[config.mk]
export PLATFORM = sky130hd
export DESIGN_NAME = edit_ctrl
export DESIGN_NICKNAME = d
export VERILOG_FILES = /design/src/rtl/edit_pkg.sv /design/src/rtl/wr_fifo.sv /design/src/rtl/edit_ctrl.sv
export SDC_FILE = /design/constraint.sdc
export NUM_CORES = 1
export LEC_CHECK = 0
export CAP_MARGIN = 15
export CORE_MARGIN = 2
export CORE_UTILIZATION = 60
export DETAILED_ROUTE_END_ITERATION = 10
export PLACE_DENSITY_LB_ADDON = 0.12
export SETUP_SLACK_MARGIN = 0.2
export SLEW_MARGIN = 10
export SYNTH_ARGS = -nofsm -noshare
export SYNTH_HDL_FRONTEND = slang
export SYNTH_SLANG_ARGS = --single-unit
[constraint.sdc]
create_clock -name clk -period 8.3 [get_ports clk]
set_input_delay 1.66 -clock clk [delete_from_list [all_inputs] [get_ports clk]]
set_output_delay 1.66 -clock clk [all_outputs]
set_load 0.03 [all_outputs]
[src/rtl/edit_pkg.sv]
// Shared definitions for the cell-grid edit controller: grid geometry,
// controller state encoding and the cell address helper.
package edit_pkg;

  localparam int GRID_W     = 20;  // cells per row (640 / 32)
  localparam int GRID_H     = 15;  // cells per column (480 / 32)
  localparam int CELL_SHIFT = 5;   // log2 of the 32-pixel cell size

  typedef enum logic [1:0] {
    IDLE  = 2'd0,
    EDIT  = 2'd1,
    CLEAR = 2'd2
  } state_t;

  // Linear canvas address of cell (x, y) on a grid grid_w cells wide.
  function automatic int unsigned addr(input int unsigned x,
                                       input int unsigned y,
                                       input int unsigned grid_w);
    return y * grid_w + x;
  endfunction

endpackage

[src/rtl/wr_fifo.sv]
// Small synchronous FIFO holding pending canvas writes {addr, data}.
// Handshake: an entry moves in on a clock edge where i_push is high and the
// FIFO is not full, or is full but i_pop removes an entry on the same edge;
// otherwise the push is dropped. An entry moves out on an edge where i_pop is
// high and o_empty is low; o_dout always shows the oldest entry.
// i_flush discards every entry on the edge it is sampled.
module wr_fifo #(
  parameter int WIDTH = 10,
  parameter int DEPTH = 4
) (
  input  logic             i_clk,
  input  logic             i_rst,
  input  logic             i_flush,
  input  logic             i_push,
  input  logic [WIDTH-1:0] i_din,
  input  logic             i_pop,
  output logic [WIDTH-1:0] o_dout,
  output logic             o_full,
  output logic             o_empty
);

  localparam int PW = (DEPTH > 1) ? $clog2(DEPTH) : 1;
  localparam logic [PW:0] CNT_FULL = (PW + 1)'(DEPTH);
  localparam logic [PW:0] CNT_ONE  = (PW + 1)'(1);
  localparam logic [PW-1:0] PTR_ONE = PW'(1);

  logic [WIDTH-1:0] r_mem [DEPTH];
  logic [PW-1:0]    r_wptr;
  logic [PW-1:0]    r_rptr;
  logic [PW:0]      r_count;
  logic             w_do_push;
  logic             w_do_pop;

  assign o_full    = (r_count == CNT_FULL);
  assign o_empty   = (r_count == '0);
  assign o_dout    = r_mem[r_rptr];
  assign w_do_pop  = i_pop & ~o_empty;
  // A full FIFO still accepts a push when the same edge pops an entry.
  assign w_do_push = i_push & (~o_full | w_do_pop);

  // Storage array: written on accepted pushes, never reset.
  always_ff @(posedge i_clk) begin
    if (w_do_push && !i_flush) begin
      r_mem[r_wptr] <= i_din;
    end
  end

  // Pointers and occupancy count; reset and flush both empty the FIFO.
  always_ff @(posedge i_clk) begin
    if (i_rst || i_flush) begin
      r_wptr  <= '0;
      r_rptr  <= '0;
      r_count <= '0;
    end else begin
      if (w_do_push) r_wptr <= r_wptr + PTR_ONE;
      if (w_do_pop)  r_rptr <= r_rptr + PTR_ONE;
      case ({w_do_push, w_do_pop})
        2'b10:   r_count <= r_count + CNT_ONE;
        2'b01:   r_count <= r_count - CNT_ONE;
        default: r_count <= r_count;
      endcase
    end
  end

endmodule

[src/rtl/edit_ctrl.sv]
// Edit-mode controller: owns the editing cursor and edit flag, turns button
// pulses into cursor moves and queued cell writes, and issues canvas writes
// only while the display is blanking. A clear walks every cell writing 0.
module edit_ctrl #(
  parameter int GRID_W     = edit_pkg::GRID_W,
  parameter int GRID_H     = edit_pkg::GRID_H,
  parameter int FIFO_DEPTH = 4,
  parameter int ADDR_W     = 9
) (
  input  logic              clk,
  input  logic              rst,
  input  logic              valid,
  input  logic              btn_up,
  input  logic              btn_down,
  input  logic              btn_left,
  input  logic              btn_right,
  input  logic              btn_edit,
  input  logic              btn_draw,
  input  logic              btn_erase,
  input  logic              btn_clear,
  output logic              editing,
  output logic [4:0]        writing_x,
  output logic [4:0]        writing_y,
  output logic              mem_we,
  output logic [ADDR_W-1:0] mem_waddr,
  output logic              mem_wdata,
  output logic              busy,
  output edit_pkg::state_t  dbg_state
);

  import edit_pkg::*;

  localparam int CELLS = GRID_W * GRID_H;
  localparam logic [ADDR_W-1:0] LAST_ADDR = ADDR_W'(CELLS - 1);
  localparam logic [ADDR_W-1:0] ADDR_ONE  = ADDR_W'(1);
  localparam logic [4:0]        X_MAX     = 5'(GRID_W - 1);
  localparam logic [4:0]        Y_MAX     = 5'(GRID_H - 1);

  state_t            r_state;
  state_t            w_state_nxt;
  state_t            r_ret_state;
  state_t            w_ret_nxt;
  logic              r_editing;
  logic              w_editing_nxt;
  logic [4:0]        r_x;
  logic [4:0]        r_y;
  logic [4:0]        w_x_nxt;
  logic [4:0]        w_y_nxt;
  logic [ADDR_W-1:0] r_clr_cnt;
  logic              r_we;
  logic [ADDR_W-1:0] r_waddr;
  logic              r_wdata;
  logic              r_busy;

  logic              w_clear_go;
  logic              w_clr_issue;
  logic              w_clr_last;
  logic              w_wr_req;
  logic              w_fifo_pop;
  logic              w_fifo_full;
  logic              w_fifo_empty;
  logic [ADDR_W-1:0] w_cur_addr;
  logic [ADDR_W:0]   w_fifo_din;
  logic [ADDR_W:0]   w_fifo_dout;

  // A clear request is accepted from any state except CLEAR itself.
  assign w_clear_go  = btn_clear & (r_state != CLEAR);
  // CLEAR only exists while addresses remain, so every blank cycle writes one.
  assign w_clr_issue = (r_state == CLEAR) & ~valid;
  assign w_clr_last  = w_clr_issue & (r_clr_cnt == LAST_ADDR);
  // No FIFO write on the clear-entry edge: those entries are being discarded.
  assign w_fifo_pop  = (r_state != CLEAR) & ~w_clear_go & ~valid & ~w_fifo_empty;
  assign w_wr_req    = (r_state == EDIT) & ~btn_clear & (btn_draw | btn_erase);
  // Address uses the cursor before any same-cycle move; draw beats erase.
  assign w_cur_addr  = ADDR_W'(addr(32'(r_x), 32'(r_y), 32'(GRID_W)));
  assign w_fifo_din  = {w_cur_addr, btn_draw};

  wr_fifo #(
    .WIDTH (ADDR_W + 1),
    .DEPTH (FIFO_DEPTH)
  ) u_wr_fifo (
    .i_clk   (clk),
    .i_rst   (rst),
    .i_flush (w_clear_go),
    .i_push  (w_wr_req),
    .i_din   (w_fifo_din),
    .i_pop   (w_fifo_pop),
    .o_dout  (w_fifo_dout),
    .o_full  (w_fifo_full),
    .o_empty (w_fifo_empty)
  );

  // Next-state logic: edit toggling, clear entry with saved return state.
  always_comb begin
    w_state_nxt   = r_state;
    w_ret_nxt     = r_ret_state;
    w_editing_nxt = r_editing;
    unique case (r_state)
      IDLE: begin
        if (btn_clear) begin
          w_state_nxt = CLEAR;
          w_ret_nxt   = IDLE;
        end else if (btn_edit) begin
          w_state_nxt   = EDIT;
          w_editing_nxt = 1'b1;
        end
      end
      EDIT: begin
        if (btn_clear) begin
          w_state_nxt = CLEAR;
          w_ret_nxt   = EDIT;
        end else if (btn_edit) begin
          w_state_nxt   = IDLE;
          w_editing_nxt = 1'b0;
        end
      end
      CLEAR: begin
        if (w_clr_last) w_state_nxt = r_ret_state;
      end
      default: w_state_nxt = IDLE;
    endcase
  end

  // Cursor moves with wrap-around; opposing pulses cancel on that axis.
  always_comb begin
    w_x_nxt = r_x;
    w_y_nxt = r_y;
    if (r_state == EDIT && !btn_clear) begin
      if (btn_right && !btn_left)      w_x_nxt = (r_x == X_MAX) ? 5'd0 : r_x + 5'd1;
      else if (btn_left && !btn_right) w_x_nxt = (r_x == 5'd0) ? X_MAX : r_x - 5'd1;
      if (btn_down && !btn_up)         w_y_nxt = (r_y == Y_MAX) ? 5'd0 : r_y + 5'd1;
      else if (btn_up && !btn_down)    w_y_nxt = (r_y == 5'd0) ? Y_MAX : r_y - 5'd1;
    end
  end

  // State, return state, edit flag and cursor registers.
  always_ff @(posedge clk) begin
    if (rst) begin
      r_state     <= IDLE;
      r_ret_state <= IDLE;
      r_editing   <= 1'b0;
      r_x         <= 5'd0;
      r_y         <= 5'd0;
    end else begin
      r_state     <= w_state_nxt;
      r_ret_state <= w_ret_nxt;
      r_editing   <= w_editing_nxt;
      r_x         <= w_x_nxt;
      r_y         <= w_y_nxt;
    end
  end

  // Clear address walker, restarted on every clear entry.
  always_ff @(posedge clk) begin
    if (rst || w_clear_go) begin
      r_clr_cnt <= '0;
    end else if (w_clr_issue) begin
      r_clr_cnt <= r_clr_cnt + ADDR_ONE;
    end
  end

  // Canvas write port: one registered write per blank edge with a source.
  always_ff @(posedge clk) begin
    if (rst) begin
      r_we    <= 1'b0;
      r_waddr <= '0;
      r_wdata <= 1'b0;
    end else if (w_clr_issue) begin
      r_we    <= 1'b1;
      r_waddr <= r_clr_cnt;
      r_wdata <= 1'b0;
    end else if (w_fifo_pop) begin
      r_we    <= 1'b1;
      r_waddr <= w_fifo_dout[ADDR_W:1];
      r_wdata <= w_fifo_dout[0];
    end else begin
      r_we    <= 1'b0;
    end
  end

  // Busy flag, one cycle behind the full / clearing condition.
  always_ff @(posedge clk) begin
    if (rst) r_busy <= 1'b0;
    else     r_busy <= w_fifo_full | (r_state == CLEAR);
  end

  assign editing   = r_editing;
  assign writing_x = r_x;
  assign writing_y = r_y;
  assign mem_we    = r_we;
  assign mem_waddr = r_waddr;
  assign mem_wdata = r_wdata;
  assign busy      = r_busy;
  assign dbg_state = r_state;

endmodule
==> metrics.md <==
| Metric | Value |
|---|---|
| CTS resizes | `0` |
| Core ar. | `a little under 0.007 mm²` |
| DRT Pass-1 Iters | `4` |
| Hold-fix buffers, CTS | `0` |
| Die Y-Extent | `roughly 87 µm` |
| CP Launch Type | `input pin` |
| Nets | `between 400 and 500` |
| Critical Path Sink Type | `flop` |
| Compound-Gate Fraction of Synth Area | `0.107` |
| DR vias | `~2800` |
| Number of synthesized flops with an enable pin | `40` |
| Vias in the first global route | `between 2000 and 3000` |
| Die X | `roughly 87 µm` |
| Yosys reg bits | `between 80 and 90` |
| Num CTS Buffers | `9` |
| CTS root buffer | `clkbuf_8` |
| Async SR Flop Fraction | `0` |
| Largest family of logic cells by synthesized area | `simple AND/OR/NAND/NOR gates` |
| RSZ-0062 raised after global routing | `false` |
| Largest area contributor in the netlist | `edfxtp_1` |
| Outcome | `complete, no violations` |
| Post-Synth Simple-Gate Area | `0.150` |
| Via density | `approximately 5.9` |
| Post-synth cell types | `57` |
| Seq/Total Area, Yosys | `0.501` |
| Fin crit share | `0.500` |
| VDD IR-drop max | `85.2 µV` |
| Clock Skew | `between 0.01 and 0.015 ns` |
| Antenna viol nets, final | `0` |
| Final setup fails | `0` |
| Slowest stage cell, crit path | `clkdlybuf4s50_1` |
| Post-Syn Instances | `371` |
| Max Slew Vio Count | `0` |
| Crit path kind | `input pin to flop` |
| Worst Path Required | `8.58 ns` |
| Syn_nets | `slightly above 400` |
| Sequential share of power | `0.545` |
| PD cells | `roughly 170 mW/mm²` |
| P_sw | `approximately 0.19 mW` |
| # placed instances | `462` |
| Row Count | `30` |
| Number of max-cap violations | `0` |
| Total power | `between 0.8 and 0.9 mW` |
| Synthesized area | `a little over 0.004 mm²` |
| Die area | `0.00761 mm²` |
| Layout cell share with drive strength beyond 1 | `0.0905` |
| Clock period minus worst slack | `~4.1 ns` |
| Synth top cells by count | `dfxtp_1 (44), edfxtp_1 (40), nor2_1 (29)` |
| Count leader, synth | `dfxtp_1` |
| Clock power frac | `0.374` |
| Post-CTS Setup Bufs | `0` |
| # DRC | `0` |
| FF-to-FF path depth | `8` |
| Fin util | `0.697` |
| Synth warn | `0` |
| Leakage | `1.65 nW` |
| Syn_area_per_cell | `roughly 11 µm²` |
| Initial Util | `0.616` |
| Final Non-Filler Cells | `478` |
| Total track usage | `0.228` |
| Worst Hold Class | `flop to flop` |
| Final hold slack | `between 0.4 and 0.5 ns` |
| Drt wl/cell | `~17 µm` |
| Post-Synth Adder-Cell Area | `0.0806` |
| Share of the synthesized area in the top cell type | `0.289` |
| Pre-CTS setup slack | `approximately 3.8 ns` |
| Initial drt markers | `approximately 150` |
| GRT Residual Overflow | `0` |
| Pint | `0.625 mW` |
| Post-synthesis mux area share | `0.0740` |
| IO Port Bufs | `35` |
| CTS tree | `done` |
| Comb pwr share | `0.081` |
| Final Hold Fails | `0` |
| Switching Fraction | `0.236` |
| Synth top area cells | `edfxtp_1 (29%), dfxtp_1 (21%), ha_1 (6.6%)` |
| Clock Latency Late Sink | `roughly 0.35 ns` |
| Largest net degree at the start of global routing | `28` |
| Max H-tree Level | `3` |
| I/O Pins | `36` |
| Xor/xnor share of the synthesized area | `0.0400` |
| Design Area, Final | `0.00471 mm²` |
| Worst slew pin tran | `about 1.1 ns` |
| Synth Flop Type | `dfxtp_1` |
| Clock sink count | `84` |
| First-pass GRT wire length | `roughly 13000 µm` |
| Hold Crit Depth | `2` |
| Synth-to-layout area growth | `13.2%` |
| Max Fanout on Critical Path | `9` |
| Final Wtd Congestion | `0.816` |
| Critical path arrival | `approximately 4.4 ns` |
| Initial antenna violation count | `0` |
| Setup TNS | `0 ns` |
| DP Area | `around 0.0045 mm²` |
| Slew HR | `0.245` |
| Diodes inserted | `0` |
| Max Root-Sink Buffers | `2` |
| Slowest stage delay, CP | `about 0.59 ns` |
| Hpwl dp | `between 5000 and 6000 µm` |
| Achievable Freq | `between 200 and 250 MHz` |
| Worst-path clk slew | `approximately 0.09 ns` |
| CP Cell Sequence | `clkdlybuf4s50_1, or3b_4, a311oi_4, inv_1, ha_1, fa_1, xnor2_1, or3_1, a21oi_1` |
| DRT Wirelength | `~8100 µm` |
| Final Worst Setup Slack | `4.15 ns` |
[worst paths after layout]
check	from	end	slack [ns]
min reg2reg	mem_waddr[5]	mem_waddr[5]	0.48
max	btn_clear	u_wr_fifo.r_count[2]	4.15
max reg2reg	dbg_state[0]	u_wr_fifo.r_count[2]	5.55
min	mem_waddr[5]	mem_waddr[5]	0.48
[power by group through the flow]
stage          Sequential (mW)  Combinational (mW)  Clock [mW]
2_1_floorplan            0.457              0.0442           0
5_1_grt                  0.447              0.0725       0.329
6_report                 0.446              0.0659       0.306
4_1_cts                  0.446              0.0661       0.313
3_3_place_gp             0.455              0.0647           0
3_5_place_dp             0.456              0.0656           0
[kinds of logic (layout without fill, tap and decap cells)]
| logic type | Yosys count | after routing |
|---|---|---|
| AOI/OAI and AO/OA | 68 | 68 |
| xor gates and xnor gates | 19 | 19 |
| adders and majority gates | 25 | 25 |
| buffers and inverters | 44 | 71 |
| DFF | 84 | 84 |
| muxes | 18 | 18 |
| and+or+nand+nor | 113 | 113 |
[sequential cells by signal, summed over array words and instances, names as in the netlist, 2 cells and up, named ones only]
name and flops:
u_wr_fifo.r_wptr 2, writing_x 5, u_wr_fifo.r_count 3, u_wr_fifo.r_mem 40, writing_y 5, r_clr_cnt 9
mem_waddr 9, dbg_state 2, u_wr_fifo.r_rptr 2
[worst max-delay path, delay by kind of cell]
| kind | cells | cell delay, ns |
|---|---|---|
| buffers and inverters | 2 | 0.69 |
| XOR/XNOR | 1 | 0.14 |
| AO/OA/AOI/OAI | 2 | 0.52 |
| AND/OR/NAND/NOR | 2 | 0.78 |
| adder cells (fa/ha/maj) | 2 | 0.63 |
[layout by cell type, fill, tap and decap left out, drive strengths merged, types with 2 or more instances in the layout]
cell type	netlist	final
or4	3	3
edfxtp	40	40
ha	22	22
a31oi	4	4
or3	3	3
nand2b	5	5
clkbuf	12	10
dfxtp	44	44
clkdlybuf4s50	0	35
a211oi	4	4
nor2	30	30
nor4b	3	3
and2	5	5
a21oi	25	25
o21ai	11	11
nor2b	5	5
a21o	3	3
nand2	16	16
o31ai	2	2
fa	3	3
or4b	2	2
or3b	2	2
mux2i	6	6
nor3b	3	3
xnor2	13	13
mux2	2	2
mux4	10	10
nand3	16	16
a311oi	3	3
clkinvlp	0	2
inv	19	21
nor3	11	11
nand4	5	5
a22oi	8	8
xor2	6	6
[metal layers]
layer | share of wire | vias to the layer above | track usage
met5 | 0 | - | 0
li1 | - | 1403 | -
met4 | 0.017 | 0 | 0.0993
met2 | 0.50 | 59 | 0.368
met3 | 0.033 | 12 | 0.0379
met1 | 0.45 | 1367 | 0.305
[layout make-up]
| type | count | area [µm²] |
|---|---|---|
| Tap cell | 80 | 100 |
| Clock inverter | 6 | 67.6 |
| Sequential cell | 84 | 2080 |
| Inverter | 19 | 71.3 |
| Timing Repair Buffer | 36 | 358 |
| Multi-Input combinational cell | 243 | 1880 |
| Clock buffer | 10 | 149 |
| Fill cell | 502 | 2050 |
(Power assumes the default switching activity.)
